### config.mk
export PLATFORM = sky130hd
export DESIGN_NAME = basic_gate_unit_flat
export DESIGN_NICKNAME = d
export VERILOG_FILES = /design/src/rtl/basic_gate_unit_if.sv /design/src/rtl/basic_gate_unit.sv /design/src/flat_wrapper.sv
export SDC_FILE = /design/constraint.sdc
export NUM_CORES = 1
export LEC_CHECK = 0
export BUFFER_PORTS_ARGS = -buffer_cell sky130_fd_sc_hd__buf_2
export CORE_AREA = 3 3 40 42
export DETAILED_ROUTE_END_ITERATION = 6
export DIE_AREA = 0 0 43 45
export MAX_ROUTING_LAYER = met4
export SLEW_MARGIN = 0
export SYNTH_ARGS = -nofsm -noshare
export SYNTH_HDL_FRONTEND = slang
export SYNTH_SLANG_ARGS = --single-unit
### constraint.sdc
create_clock -name clk -period 2.6 [get_ports clk]
set_input_delay 0.52 -clock clk [delete_from_list [all_inputs] [get_ports clk]]
set_output_delay 0.52 -clock clk [all_outputs]
set_load 0.005 [all_outputs]
### src/rtl/basic_gate_unit_if.sv
// Valid/ready stream bundle for basic_gate_unit: operands in, registered gate results out.
// With BASIC_GATE_INV_EN defined, the inverted-gate results nand/nor/xnor are also carried.
interface basic_gate_unit_if #(
  parameter int unsigned WIDTH = 1
);
  logic             in_valid;
  logic             in_ready;
  logic [WIDTH-1:0] a;
  logic [WIDTH-1:0] b;
  logic             out_valid;
  logic             out_ready;
  logic [WIDTH-1:0] and_out;
  logic [WIDTH-1:0] or_out;
  logic [WIDTH-1:0] xor_out;
  logic [WIDTH-1:0] not_out;
`ifdef BASIC_GATE_INV_EN
  logic [WIDTH-1:0] nand_out;
  logic [WIDTH-1:0] nor_out;
  logic [WIDTH-1:0] xnor_out;
`endif

  modport master (
    output in_valid, a, b, out_ready,
    input  in_ready, out_valid, and_out, or_out, xor_out, not_out
`ifdef BASIC_GATE_INV_EN
    , nand_out, nor_out, xnor_out
`endif
  );

  modport slave (
    input  in_valid, a, b, out_ready,
    output in_ready, out_valid, and_out, or_out, xor_out, not_out
`ifdef BASIC_GATE_INV_EN
    , nand_out, nor_out, xnor_out
`endif
  );
endinterface

### src/rtl/basic_gate_unit.sv
// Registered bitwise AND/OR/XOR/NOT stage with a one-deep valid/ready output register.
// BASIC_GATE_INV_EN adds registered NAND/NOR/XNOR outputs under the same rules.
module basic_gate_unit #(
  parameter int unsigned WIDTH = 1
) (
  input logic              clk,
  input logic              rst,
  basic_gate_unit_if.slave bus
);

  typedef enum logic {
    S_EMPTY,
    S_FULL
  } state_t;

  state_t state, state_nxt;
  logic   accept;

  logic [WIDTH-1:0] and_q, or_q, xor_q, not_q;
`ifdef BASIC_GATE_INV_EN
  logic [WIDTH-1:0] nand_q, nor_q, xnor_q;
`endif

  // Ready is a function of the output register only, never of in_valid.
  assign bus.in_ready  = (state == S_EMPTY) || bus.out_ready;
  assign bus.out_valid = (state == S_FULL);
  assign accept        = bus.in_valid && bus.in_ready;

  always_ff @(posedge clk) begin
    if (rst) state <= S_EMPTY;
    else     state <= state_nxt;
  end

  always_comb begin
    state_nxt = state;
    case (state)
      S_EMPTY: if (accept) state_nxt = S_FULL;
      S_FULL:  if (bus.out_ready && !accept) state_nxt = S_EMPTY;
      default: state_nxt = S_EMPTY;
    endcase
  end

  always_ff @(posedge clk) begin
    if (rst) begin
      and_q  <= '0;
      or_q   <= '0;
      xor_q  <= '0;
      not_q  <= '0;
`ifdef BASIC_GATE_INV_EN
      nand_q <= '0;
      nor_q  <= '0;
      xnor_q <= '0;
`endif
    end else if (accept) begin
      and_q  <= bus.a & bus.b;
      or_q   <= bus.a | bus.b;
      xor_q  <= bus.a ^ bus.b;
      not_q  <= ~bus.a;
`ifdef BASIC_GATE_INV_EN
      nand_q <= ~(bus.a & bus.b);
      nor_q  <= ~(bus.a | bus.b);
      xnor_q <= ~(bus.a ^ bus.b);
`endif
    end
  end

  assign bus.and_out  = and_q;
  assign bus.or_out   = or_q;
  assign bus.xor_out  = xor_q;
  assign bus.not_out  = not_q;
`ifdef BASIC_GATE_INV_EN
  assign bus.nand_out = nand_q;
  assign bus.nor_out  = nor_q;
  assign bus.xnor_out = xnor_q;
`endif

endmodule

### src/flat_wrapper.sv
// flat-port wrapper written by rule: the top's interface ports become plain ports
module basic_gate_unit_flat 
#(
  parameter int unsigned WIDTH = 1
)
  (clk, rst, bus_in_valid, bus_a, bus_b, bus_out_ready, bus_in_ready, bus_out_valid, bus_and_out, bus_or_out, bus_xor_out, bus_not_out);
  basic_gate_unit_if #(.WIDTH(WIDTH)) bus_i ();
  input logic clk;
  input logic rst;
  input wire logic [$bits(bus_i.in_valid)-1:0] bus_in_valid;
  input wire logic [$bits(bus_i.a)-1:0] bus_a;
  input wire logic [$bits(bus_i.b)-1:0] bus_b;
  input wire logic [$bits(bus_i.out_ready)-1:0] bus_out_ready;
  output wire logic [$bits(bus_i.in_ready)-1:0] bus_in_ready;
  output wire logic [$bits(bus_i.out_valid)-1:0] bus_out_valid;
  output wire logic [$bits(bus_i.and_out)-1:0] bus_and_out;
  output wire logic [$bits(bus_i.or_out)-1:0] bus_or_out;
  output wire logic [$bits(bus_i.xor_out)-1:0] bus_xor_out;
  output wire logic [$bits(bus_i.not_out)-1:0] bus_not_out;
  assign bus_i.in_valid = bus_in_valid;
  assign bus_i.a = bus_a;
  assign bus_i.b = bus_b;
  assign bus_i.out_ready = bus_out_ready;
  assign bus_in_ready = bus_i.in_ready;
  assign bus_out_valid = bus_i.out_valid;
  assign bus_and_out = bus_i.and_out;
  assign bus_or_out = bus_i.or_out;
  assign bus_xor_out = bus_i.xor_out;
  assign bus_not_out = bus_i.not_out;
  basic_gate_unit #(.WIDTH(WIDTH)) u_core (.clk(clk), .rst(rst), .bus(bus_i));
endmodule
==> impl_summary.md <==
Status
The run finished with clean final reports.

Cells and area
The post-route netlist has 47.4% of its cells at a drive strength greater than 1. The filler cells instantiated in the layout total around 140. Summing all flip-flop and latch instances after layout gives between 100 and 150 um2. For this run, the share of the core covered by cells in the final layout is approximately a quarter.

From synthesis to final layout, the design area changed by 34.9%. Summing all multi-input logic gate instances after layout gives 118 um2. The antenna diode count is 0. In the final design database the tool counted 47 nets. The final instance area is ~330 um2. The library cell used most frequently in the layout, excluding fill and tap cells, is sky130_fd_sc_hd__buf_2.

The count of cells in the finished layout, fillers not included, comes to 53. Leaving out fill and tap cells, the most frequent cells in the layout are sky130_fd_sc_hd__buf_2, sky130_fd_sc_hd__a21oi_1, sky130_fd_sc_hd__dfxtp_1, sky130_fd_sc_hd__inv_1, sky130_fd_sc_hd__clkbuf_4.

Power
In this run the power density over the cells is 620 nW/um2. The worst-case IR drop observed on VDD is approximately 230 uV. For this design the static power due to leakage is approximately 0.17 nW.

Global routing
The initial antenna violation count is 0. The aggregate global-route resource usage is just over 7%. The first global-routing pass estimated 841 um of wire. The number of global-route vias before repair is slightly below 200. The final global-route overflow total is 0. The maximum number of pins on one net before global-route repair is 10.

Route
Dividing the detail-routed wire length by the instance count gives around 9.5 um. Summed over all layers, the routed wires come to 506 um. Using the TritonRoute via totals, the vias-per-cell ratio works out to 4.00.

After detailed routing, the number of remaining DRC violations is 0. The detail route stage leaves a number of antenna-violating nets equal to 0. The first TritonRoute pass finished after 2 iterations. Detailed routing inserted a total of roughly 210 vias.

The number of violations reported at the end of detailed-routing iteration 0 is 2.

Floorplanning
The horizontal die dimension is approximately 43 um. Measured along the y axis, the die boundary spans 45 um. After floorplanning, the core was divided into 13 placement rows.

After floorplanning, the core was sized to cover roughly 1300 um2. For this configuration, the core starts out at a cell density of 19.0%. During I/O placement, the number of pins put on the boundary was 12. The die covers between 1500 and 2000 um2.

Timing
Static timing analysis puts the maximum clock frequency at between 0.6 and 0.7 GHz. For the pin with the worst max-slew slack, the measured transition is 0.202 ns. The number of pins with negative max-slew slack in the final report was 0. The worst path uses 55.3% of the clock period. Setup repair after global routing left no endpoint under its margin. Counting I/O delays and the setup requirement, the final critical path takes ~1.4 ns.

The max-slew headroom at the worst pin is 86.4%. The final hold violation count is 0. Setup violations remaining at the end of the flow were counted as 0. The final-layout setup total negative slack is 0 ns. The worst clock skew is around 0.0022 ns.

Yosys
The synthesized area divided by synthesized cell count is 9.76 um2. Synthesis produced 25 cells. Counting distinct cell types in the post-synthesis netlist gives 11. Synthesis inferred 5 register bits. Of the synthesized area, sequential elements account for roughly two fifths. The total number of yosys warnings is 0. The number of nets in the synthesized netlist is 33. The post-synth design cell area is ~240 um2.

Place
Port buffering added 11 buffers. The post-detailed-placement cell area is between 300 and 400 um2. The congestion estimate from routability-driven global placement came to 0.647. The cell count after placement is 49.

Flow run
The reported max-cap violation count is 0.

Setup path
For flop-to-flop paths, the worst setup slack is roughly 1.7 ns. On the worst path, the slowest cell contributes a delay of roughly 0.17 ns. The endpoint type of the worst setup path is an output pin.

The type of the worst setup path is in2out. The most frequent cell on the critical path is sky130_fd_sc_hd__buf_2. The type of element launching the critical path is a primary input. The maximum fanout along the worst path is 9.

The largest individual stage delay along the critical path comes from the cell sky130_fd_sc_hd__nand2b_4. For the worst setup path, the data required time is 2.08 ns. The signal on the critical path passes through buf_2 -> nand2b_4 -> buf_2. The arrival time of data at the critical path endpoint is between 0.9 and 1 ns.

Clock network
The number of sinks driven by the clock tree is 5. Post-CTS timing repair inserted 0 buffers for setup. Once the clock tree was built, the resizer swapped 0 gates to a different size. CTS built an H-tree with a depth of 1. The TritonCTS clock tree is built. The library cell used as clock root buffer is sky130_fd_sc_hd__clkbuf_4. The clock-pin slew on the worst setup and hold paths is about 0.040 ns. The clock insertion delay at the later pin of the skew report is 0.25 ns. Buffers inserted to repair hold after CTS numbered 0. In this run, CTS created clock tree buffers numbering 3. The worst-case clock buffer depth is 2.

Hold path
The class of the tightest hold or removal check is in2reg.
[metrics by stage]
| stage | worst slack [ns] | hold WS [ns] | power (mW) |
|---|---|---|---|
| 3_5_place_dp | 1.16 | 0.514 | 0.114 |
| 5_1_grt | 1.13 | 0.498 | 0.222 |
| 4_1_cts | 1.16 | 0.486 | 0.209 |
| 6_report | 1.16 | 0.494 | 0.204 |
| 2_1_floorplan | 1.32 | 0.503 | 0.103 |
| 3_3_place_gp | 1.16 | 0.513 | 0.113 |
[worst max-delay path: cells and delay by family]
family | cells | cell delay [ns]
buffers and inverters | 2 | 0.24
AND/OR/NAND/NOR | 1 | 0.17
[metal layers]
layer / wire (um) / vias up / GRT usage, %
met5: 0 / - / -
met4: 8 / 0 / 5.42
met3: 71 / 2 / 7.57
met2: 216 / 11 / 8.38
met1: 208 / 90 / 6.52
li1: - / 109 / -
[cell type report]
cell class              instances  area share [%]
clock buffers                   4            7.98
multi-input cells              15            35.7
flip-flops and latches          5            30.4
well taps                      15            5.70
inverters                       3            3.42
repair buffers                 11            16.7
[registers in the layout, indices dropped and copies added (netlist names)]
| register | flops |
|---|---|
| u_core.bus.not_out | 1 |
| u_core.bus.xor_out | 1 |
| u_core.bus.or_out | 1 |
| u_core.bus.out_valid | 1 |
| u_core.bus.and_out | 1 |
[synth_stat cells, drive strengths merged]
cell / instances / share of area, %
clkbuf: 1 / 1.5
nand2b: 1 / 5.6
a21oi: 5 / 10
ha: 2 / 10
a211oi: 2 / 6.2
a21bo: 2 / 8.2
inv: 3 / 4.6
buf: 1 / 4.6
dfxtp: 5 / 41
and2: 1 / 3.6
nand3: 2 / 4.1
[power by group]
| part | internal, mW | total [mW] | switching (mW) |
|---|---|---|---|
| sequential | 0.0822 | 0.0849 | 0.00271 |
| clock | 0.0582 | 0.0920 | 0.0339 |
| combinational | 0.0145 | 0.0271 | 0.0126 |
[cell families after synthesis]
| group | count (synthesis) | synth area share, % |
|---|---|---|
| simple gates | 4 | 13.3 |
| flops | 5 | 41.0 |
| compound gates | 9 | 24.6 |
| buf+inv | 5 | 10.8 |
| fa+ha+maj | 2 | 10.3 |
[path summary, 6_finish.rpt]
kind / startpoint / endpoint / cells past startpoint
worst min register to register: u_core.bus.or_out / u_core.bus.or_out / 2
worst max-delay path: bus_out_ready / bus_in_ready / 3
worst max register to register: u_core.bus.out_valid / u_core.bus.not_out / 3
worst min-delay path: bus_a / u_core.bus.not_out / 2
No activity file was read; power rests on OpenSTA's default activity.
